$ cat config.mk
export PLATFORM = sky130hd
export DESIGN_NAME = l1_port_arbiter
export DESIGN_NICKNAME = d
export VERILOG_FILES = /design/src/rtl/l1_port_arbiter_pkg.sv /design/src/rtl/l1_arb_sat_counter.sv /design/src/rtl/l1_port_arbiter.sv
export SDC_FILE = /design/constraint.sdc
export NUM_CORES = 1
export LEC_CHECK = 0
export BUFFER_PORTS_ARGS = -buffer_cell sky130_fd_sc_hd__buf_2
export CORE_AREA = 5 5 241 243
export CTS_BUF_LIST = sky130_fd_sc_hd__clkbuf_8
export DETAILED_ROUTE_END_ITERATION = 16
export DIE_AREA = 0 0 246 248
export GPL_TIMING_DRIVEN = 0
export PLACE_DENSITY = 0.48
export SLEW_MARGIN = 0
export SYNTH_ARGS = -nofsm -noshare
export SYNTH_HDL_FRONTEND = slang
export SYNTH_SLANG_ARGS = --single-unit
$ cat constraint.sdc
create_clock -name clk -period 10.15 [get_ports clk]
set_input_delay 1.015 -clock clk [delete_from_list [all_inputs] [get_ports clk]]
set_output_delay 1.015 -clock clk [all_outputs]
set_load 0.02 [all_outputs]
$ cat src/rtl/l1_port_arbiter_pkg.sv
// Shared types for the two-port L1 arbiter: FSM states, requester ids and the
// access-size encodings understood by both the CPU ports and the L1.
package l1_port_arbiter_pkg;

  typedef enum logic [1:0] {
    ST_IDLE  = 2'd0,
    ST_ISSUE = 2'd1,
    ST_WAIT  = 2'd2
  } arb_state_t;

  typedef logic req_id_t;
  localparam req_id_t REQ_FETCH = 1'b0;
  localparam req_id_t REQ_DATA  = 1'b1;

  localparam logic [2:0] DTYPE_BYTE   = 3'd0;
  localparam logic [2:0] DTYPE_HALF   = 3'd1;
  localparam logic [2:0] DTYPE_WORD   = 3'd2;
  localparam logic [2:0] DTYPE_DOUBLE = 3'd3;

  typedef struct packed {
    logic        we;
    logic [63:0] addr;
    logic [63:0] wr_data;
    logic [2:0]  dtype;
  } l1_req_t;

endpackage

$ cat src/rtl/l1_arb_sat_counter.sv
// Saturating up-counter used to count accepted requests per requester port.
module l1_arb_sat_counter #(
  parameter int CNT_W = 16
) (
  input  logic             clk,
  input  logic             rst,
  input  logic             inc,
  output logic [CNT_W-1:0] cnt
);

  localparam logic [CNT_W-1:0] CNT_MAX = {CNT_W{1'b1}};
  localparam logic [CNT_W-1:0] CNT_ONE = {{(CNT_W-1){1'b0}}, 1'b1};

  always_ff @(posedge clk or posedge rst) begin
    if (rst) begin
      cnt <= '0;
    end else if (inc && (cnt != CNT_MAX)) begin
      cnt <= cnt + CNT_ONE;
    end
  end

endmodule

$ cat src/rtl/l1_port_arbiter.sv
// Round-robin arbiter between the fetch (0) and data (1) CPU ports in front of
// a single-outstanding L1 request channel.
module l1_port_arbiter
  import l1_port_arbiter_pkg::*;
#(
  parameter int CNT_W   = 16,
  parameter bit RST_PTR = 1'b1
) (
  input  logic             clk,
  input  logic             rst,
  input  logic             m0_valid,
  output logic             m0_ready,
  input  logic             m0_we,
  input  logic [63:0]      m0_addr,
  input  logic [63:0]      m0_wr_data,
  input  logic [2:0]       m0_dtype,
  output logic             m0_resp_valid,
  output logic [63:0]      m0_rd_data,
  input  logic             m1_valid,
  output logic             m1_ready,
  input  logic             m1_we,
  input  logic [63:0]      m1_addr,
  input  logic [63:0]      m1_wr_data,
  input  logic [2:0]       m1_dtype,
  output logic             m1_resp_valid,
  output logic [63:0]      m1_rd_data,
  output logic             cpu_to_l1__valid,
  output logic             cpu_to_l1__we,
  output logic [63:0]      cpu_to_l1__addr,
  output logic [63:0]      cpu_to_l1__wr_data,
  output logic [2:0]       cpu_to_l1__dtype,
  input  logic             cpu_to_l1__ready,
  input  logic [63:0]      cpu_to_l1__rd_data,
  output logic             busy,
  output logic [CNT_W-1:0] grant_cnt_0,
  output logic [CNT_W-1:0] grant_cnt_1
);

  arb_state_t  state;
  req_id_t     ptr;
  req_id_t     owner;
  l1_req_t     req_q;
  logic        grant0;
  logic        grant1;
  logic        accept;
  logic        l1_valid_q;
  logic        busy_q;
  logic        resp0_q;
  logic        resp1_q;
  logic [63:0] rd0_q;
  logic [63:0] rd1_q;

  // ptr names the port that wins when both request together.
  always_comb begin
    grant0 = 1'b0;
    grant1 = 1'b0;
    if ((state == ST_IDLE) && !rst) begin
      if (m0_valid && m1_valid) begin
        grant1 = (ptr == REQ_DATA);
        grant0 = (ptr == REQ_FETCH);
      end else begin
        grant0 = m0_valid;
        grant1 = m1_valid;
      end
    end
  end

  assign accept = grant0 | grant1;

  always_ff @(posedge clk or posedge rst) begin
    if (rst) begin
      state      <= ST_IDLE;
      ptr        <= req_id_t'(RST_PTR);
      owner      <= REQ_FETCH;
      req_q      <= '0;
      l1_valid_q <= 1'b0;
      busy_q     <= 1'b0;
      resp0_q    <= 1'b0;
      resp1_q    <= 1'b0;
      rd0_q      <= '0;
      rd1_q      <= '0;
    end else begin
      resp0_q <= 1'b0;
      resp1_q <= 1'b0;
      case (state)
        ST_IDLE: begin
          if (accept) begin
            owner      <= grant1 ? REQ_DATA : REQ_FETCH;
            ptr        <= grant1 ? REQ_FETCH : REQ_DATA;
            req_q      <= grant1 ? l1_req_t'{m1_we, m1_addr, m1_wr_data, m1_dtype}
                                 : l1_req_t'{m0_we, m0_addr, m0_wr_data, m0_dtype};
            l1_valid_q <= 1'b1;
            busy_q     <= 1'b1;
            state      <= ST_ISSUE;
          end
        end
        ST_ISSUE: begin
          if (cpu_to_l1__ready) begin
            l1_valid_q <= 1'b0;
            state      <= ST_WAIT;
          end
        end
        ST_WAIT: begin
          if (cpu_to_l1__ready) begin
            busy_q <= 1'b0;
            state  <= ST_IDLE;
            if (owner == REQ_DATA) begin
              rd1_q   <= cpu_to_l1__rd_data;
              resp1_q <= 1'b1;
            end else begin
              rd0_q   <= cpu_to_l1__rd_data;
              resp0_q <= 1'b1;
            end
          end
        end
        default: begin
          l1_valid_q <= 1'b0;
          busy_q     <= 1'b0;
          state      <= ST_IDLE;
        end
      endcase
    end
  end

  assign m0_ready           = grant0;
  assign m1_ready           = grant1;
  assign m0_resp_valid      = resp0_q;
  assign m1_resp_valid      = resp1_q;
  assign m0_rd_data         = rd0_q;
  assign m1_rd_data         = rd1_q;
  assign cpu_to_l1__valid   = l1_valid_q;
  assign cpu_to_l1__we      = req_q.we;
  assign cpu_to_l1__addr    = req_q.addr;
  assign cpu_to_l1__wr_data = req_q.wr_data;
  assign cpu_to_l1__dtype   = req_q.dtype;
  assign busy               = busy_q;

  l1_arb_sat_counter #(.CNT_W(CNT_W)) u_cnt_0 (
    .clk (clk),
    .rst (rst),
    .inc (grant0),
    .cnt (grant_cnt_0)
  );

  l1_arb_sat_counter #(.CNT_W(CNT_W)) u_cnt_1 (
    .clk (clk),
    .rst (rst),
    .inc (grant1),
    .cnt (grant_cnt_1)
  );

endmodule

* Word level (Yosys, flattened, before mapping)
Index checks and enable logic that the tools add are counted. W data, S select, Z words.
Cells by class: multiplexer cells 21, divide/modulo/power cells 0, shift operators 0, bitwise logic cells 5, multiply operators 0, equal/unequal tests 7, order comparisons 0, $add $sub $neg 2, reduce and logical (&&, ||, !) cells 12
Operators with widths (count):
- $mux W132 | 1
- $add A16 B1 Y16 const B | 2
- $ne A16 B16 Y1 const B | 2
- $reduce_and A3 Y1 | 5
- $mux W1 | 14
- $mux W2 | 3
- $ne A2 B2 Y1 const B | 3
- $pmux W1 S3 | 2
- $pmux W2 S3 | 1
- $logic_and A1 B1 Y1 | 4
- $not A1 Y1 | 4
- $eq A2 B1 Y1 const B | 1
- $eq A2 B2 Y1 const B | 1
- $logic_not A2 Y1 | 1
- $reduce_and A2 Y1 | 1
- $logic_not A1 Y1 | 1
- $or A1 B1 Y1 | 1
Word-level totals: bits in writable memories 0, flip-flop bits (word level) 300, memory bits (read-only) 0, memories kept 0, output and inout port bits 298, word-level logic and storage cells 62, latch bits 0

* Logic depth before layout (Yosys ltp)
depth in word-level cells 6, mapped depth 7, mapped depth without buffers 6

* Hierarchy
From an unflattened synthesis, not the netlist that was laid out.
Unflattened totals: cell total of the unflattened synthesis 1048, area, all modules 12826.1 µm²
By module, submodules not included:
- l1_port_arbiter | cells an instance 906, area an instance 11214.5 µm², instances 1, seq. area each 6707.7 µm²
- l1_arb_sat_counter | cells an instance 71, area an instance 805.8 µm², instances 2, seq. area each 400.4 µm²

* Worst setup path before layout
No wires, ideal clock.
path type in2out, from in rst, to out m1_ready, data required time 9.135 ns, arrival 2.091 ns, path buffers 2, cell stages on the path 5, path slack 7.044 ns, cells stage by stage nor3_4 -> nand3_4 -> inv_2 -> clkbuf_1 -> clkbuf_1
On the way: word-level cells in the longest chain between the ends 3
Ends and longest elaborated chain:
- start, declared | line l1_port_arbiter.sv:10 | input logic rst,
- $logic_not A1 Y1 (no line)
- $logic_and A1 B1 Y1 | line l1_port_arbiter.sv:57 | if ((state == ST_IDLE) && !rst) begin
- $mux W1 | line l1_port_arbiter.sv:57
- end, declared | line l1_port_arbiter.sv:20 | output logic m1_ready,
Every way passes these cells.

* Final worst setup path
Same ends and word-level chain as after synthesis.

==> metrics <==
ys async rst share 100.0%; cts repair resizes 0; setup bufs post-CTS 0; routed len/inst a little under 20 um; Peak VDD IR 140.8 uV; Post-DRT Antenna Nets 0; Layout area overhead 45.63%; Clock Latency Late Sink 0.62 ns; share of layout cells above drive strength 1 ~46%; largest net degree at the start of global routing approximately 120; buffer and inverter count on the worst path 5; Port Buffers between 600 and 700; RSZ-0062 raised after global routing false; setup tns final 0 ns; Starting DRT DRC Count between 900 and 1000; synthesized area about 12000 sq um; Overall Power roughly 5.6 mW; CORE AREA 55730 sq um; critical path depth 7; post-cts hold buffer count 0; initial antenna violation count 16; final setup fails 0; hold crit path type reg2reg; max-cap viol count 0; status complete, no violations; Post-Syn Instances about 1000; HPWL after DPL ~40000 um; Worst-path clk slew about 0.06 ns; total routed wirelength roughly 50000 um; Root Buffer clkbuf_8; final net count between 2000 and 2500; maximum clock rate between 200 and 250 MHz; Num Clock Sinks 300; Pleak 9.576 nW; most common cell after layout, fill and taps aside buf_2; Post-Syn Area per Cell ~12 sq um; CTS Buffer Depth 3; GRT Overall Usage ~15%; Syn. warnings 0; Max Transition Viols Final 0; Die Height roughly 250 um; final std cells w/o fill approximately 2500; critical path arrival approximately 3.0 ns; chip width around 250 um; H-tree depth 2; setup slack after layout approximately 6.1 ns; synthesized net count around 1400; Starting Density a little over a fifth; vias in the first global route between 10000 and 15000; Final Wtd Congestion 0.9848; cell depth of the worst flop-to-flop path 6; EDFF count, synth 0; kind of critical path in2out; grt ovf 0; Num CTS Buffers between 50 and 60; Pre-Repair DR Iteration Count 11; required time worst endpoint approximately 9.1 ns; number of top-level pins 631; power density over the cells about 320 nW/um^2; total number of vias 11170; die area about 60000 sq um; Cell Count Post-Placement roughly 2400; post-DR vias/cell about 4.4; crit share post-route approximately two fifths; min Tclk post-route between 4 and 5 ns; Crit-path slowest cell clkbuf_1; Yosys reg bits 300; register area share after synthesis a little over three fifths; Final Hold Viols 0; Crit. End Element output port; max_slew headroom about 34%; startpoint types primary input; Cell Rows 87; max incr delay on CP around 0.6 ns; clock skew approximately 0.017 ns; crit-path max FO 10; Netlist cell types 39; TritonCTS clock tree yes; global-route wire length before repair between 70000 and 80000 um; commonest register cell after synthesis dfrtp_1; WHS 0.4670 ns; worst slew pin tran approximately 0.99 ns; CP top delay family buffers and inverters; # DRC 0; worst hold path cell count 2; pre-CTS setup slack around 6 ns; most frequent cells in the layout buf_2, dfrtp_1, nand2_1; crit path cell chain buf_2 -> nor3_4 -> nand3_4 -> inv_2 -> clkbuf_1 -> clkbuf_1 -> buf_2
## synth_stat cells, types with 3 or more instances
library cell | number | area [sq um]
dfrtp_1 | 299 | 7482
nand2_1 | 229 | 859.6
inv_1 | 125 | 469.2
a222oi_1 | 119 | 1191
mux2_2 | 68 | 765.7
clkbuf_1 | 41 | 153.9
buf_2 | 18 | 90.09
mux2i_1 | 16 | 160.2
xnor2_1 | 16 | 140.1
o21ai_0 | 15 | 75.07
nand4_1 | 12 | 75.07
nand3_1 | 11 | 55.05
nor2_1 | 8 | 30.03
buf_1 | 7 | 26.28
a21oi_1 | 5 | 25.02
a31oi_1 | 5 | 31.28
and3_1 | 5 | 31.28
and4_1 | 5 | 43.79
or2_2 | 3 | 18.77
## per-layer routing
| layer | vias up | track usage, % | routed length (um) |
|---|---|---|---|
| met5 | - | 0 | 38 |
| met4 | 6 | 6.498 | 1782 |
| met3 | 109 | 5.352 | 4929 |
| met2 | 571 | 25.19 | 24020 |
| met1 | 5433 | 18.69 | 19190 |
| li1 | 5055 | - | - |
## path summary, 6_finish.rpt
path / slack, ns / to / from
min in group asynchronous: 0.50 / m1_rd_data[61] / rst
worst min-delay path: 0.47 / ptr / ptr
worst min register to register: 0.47 / ptr / ptr
worst max-delay path: 6.10 / m1_ready / rst
max in group asynchronous: 8.64 / cpu_to_l1__addr[45] / rst
worst max register to register: 7.32 / cpu_to_l1__wr_data[12] / state[1]
## state kept, by name (all words and copies together) (netlist names)
name / cells
cpu_to_l1__addr: 64
cpu_to_l1__wr_data: 64
m0_rd_data: 64
m1_rd_data: 64
u_cnt_0.cnt: 16
u_cnt_1.cnt: 16
cpu_to_l1__dtype: 3
state: 2
busy: 1
cpu_to_l1__valid: 1
cpu_to_l1__we: 1
m0_resp_valid: 1
m1_resp_valid: 1
owner: 1
ptr: 1
## final cells by class
type | instances | area (sq um)
fillers | 5917 | 38300
flip-flops and latches | 300 | 7508
multi-input cells | 541 | 3717
repair buffers | 632 | 3208
clock buffers | 76 | 1046
well taps | 756 | 945.9
inverters | 127 | 484.2
plain buffers | 66 | 270.3
clock inverters | 21 | 225.2
diodes | 12 | 30.03
## logic make-up (layout without fill, tap and decap cells)
group | after synthesis | count (layout) | share of synthesized area (%)
muxes | 85 | 85 | 7.827
buffers and inverters | 193 | 922 | 6.239
DFF | 300 | 300 | 62.71
AOI/OAI and AO/OA | 150 | 150 | 11.43
other | 0 | 12 | 0
and+or+nand+nor | 286 | 286 | 10.26
xor gates and xnor gates | 18 | 18 | 1.317
adders and majority gates | 2 | 2 | 0.2090
## power breakdown
group          internal (mW)  leakage [nW]  switching (mW)  total [mW]
combinational          0.809          5.13            1.45        2.26
sequential              1.72          3.75           0.323        2.04
clock                  0.788         0.688           0.522        1.31
total                   3.32          9.58            2.29        5.61
## metrics by stage
stage | cell area (sq um) | util, %
2_1_floorplan | 11970 | -
3_3_place_gp | 16070 | 28.84
3_5_place_dp | 16130 | 28.95
4_1_cts | 17410 | 31.23
5_1_grt | 17430 | 31.28
6_report | 17440 | 31.28
## worst register-to-register path, stage by stage, from the launching register on
cell and delay [ns]:
dfrtp_1 0.44, nor3_4 0.30, o21ai_1 0.38, clkbuf_1 0.53, clkbuf_1 0.44, a222oi_1 0.53, inv_1 0.08
(Power assumes the default switching activity.)
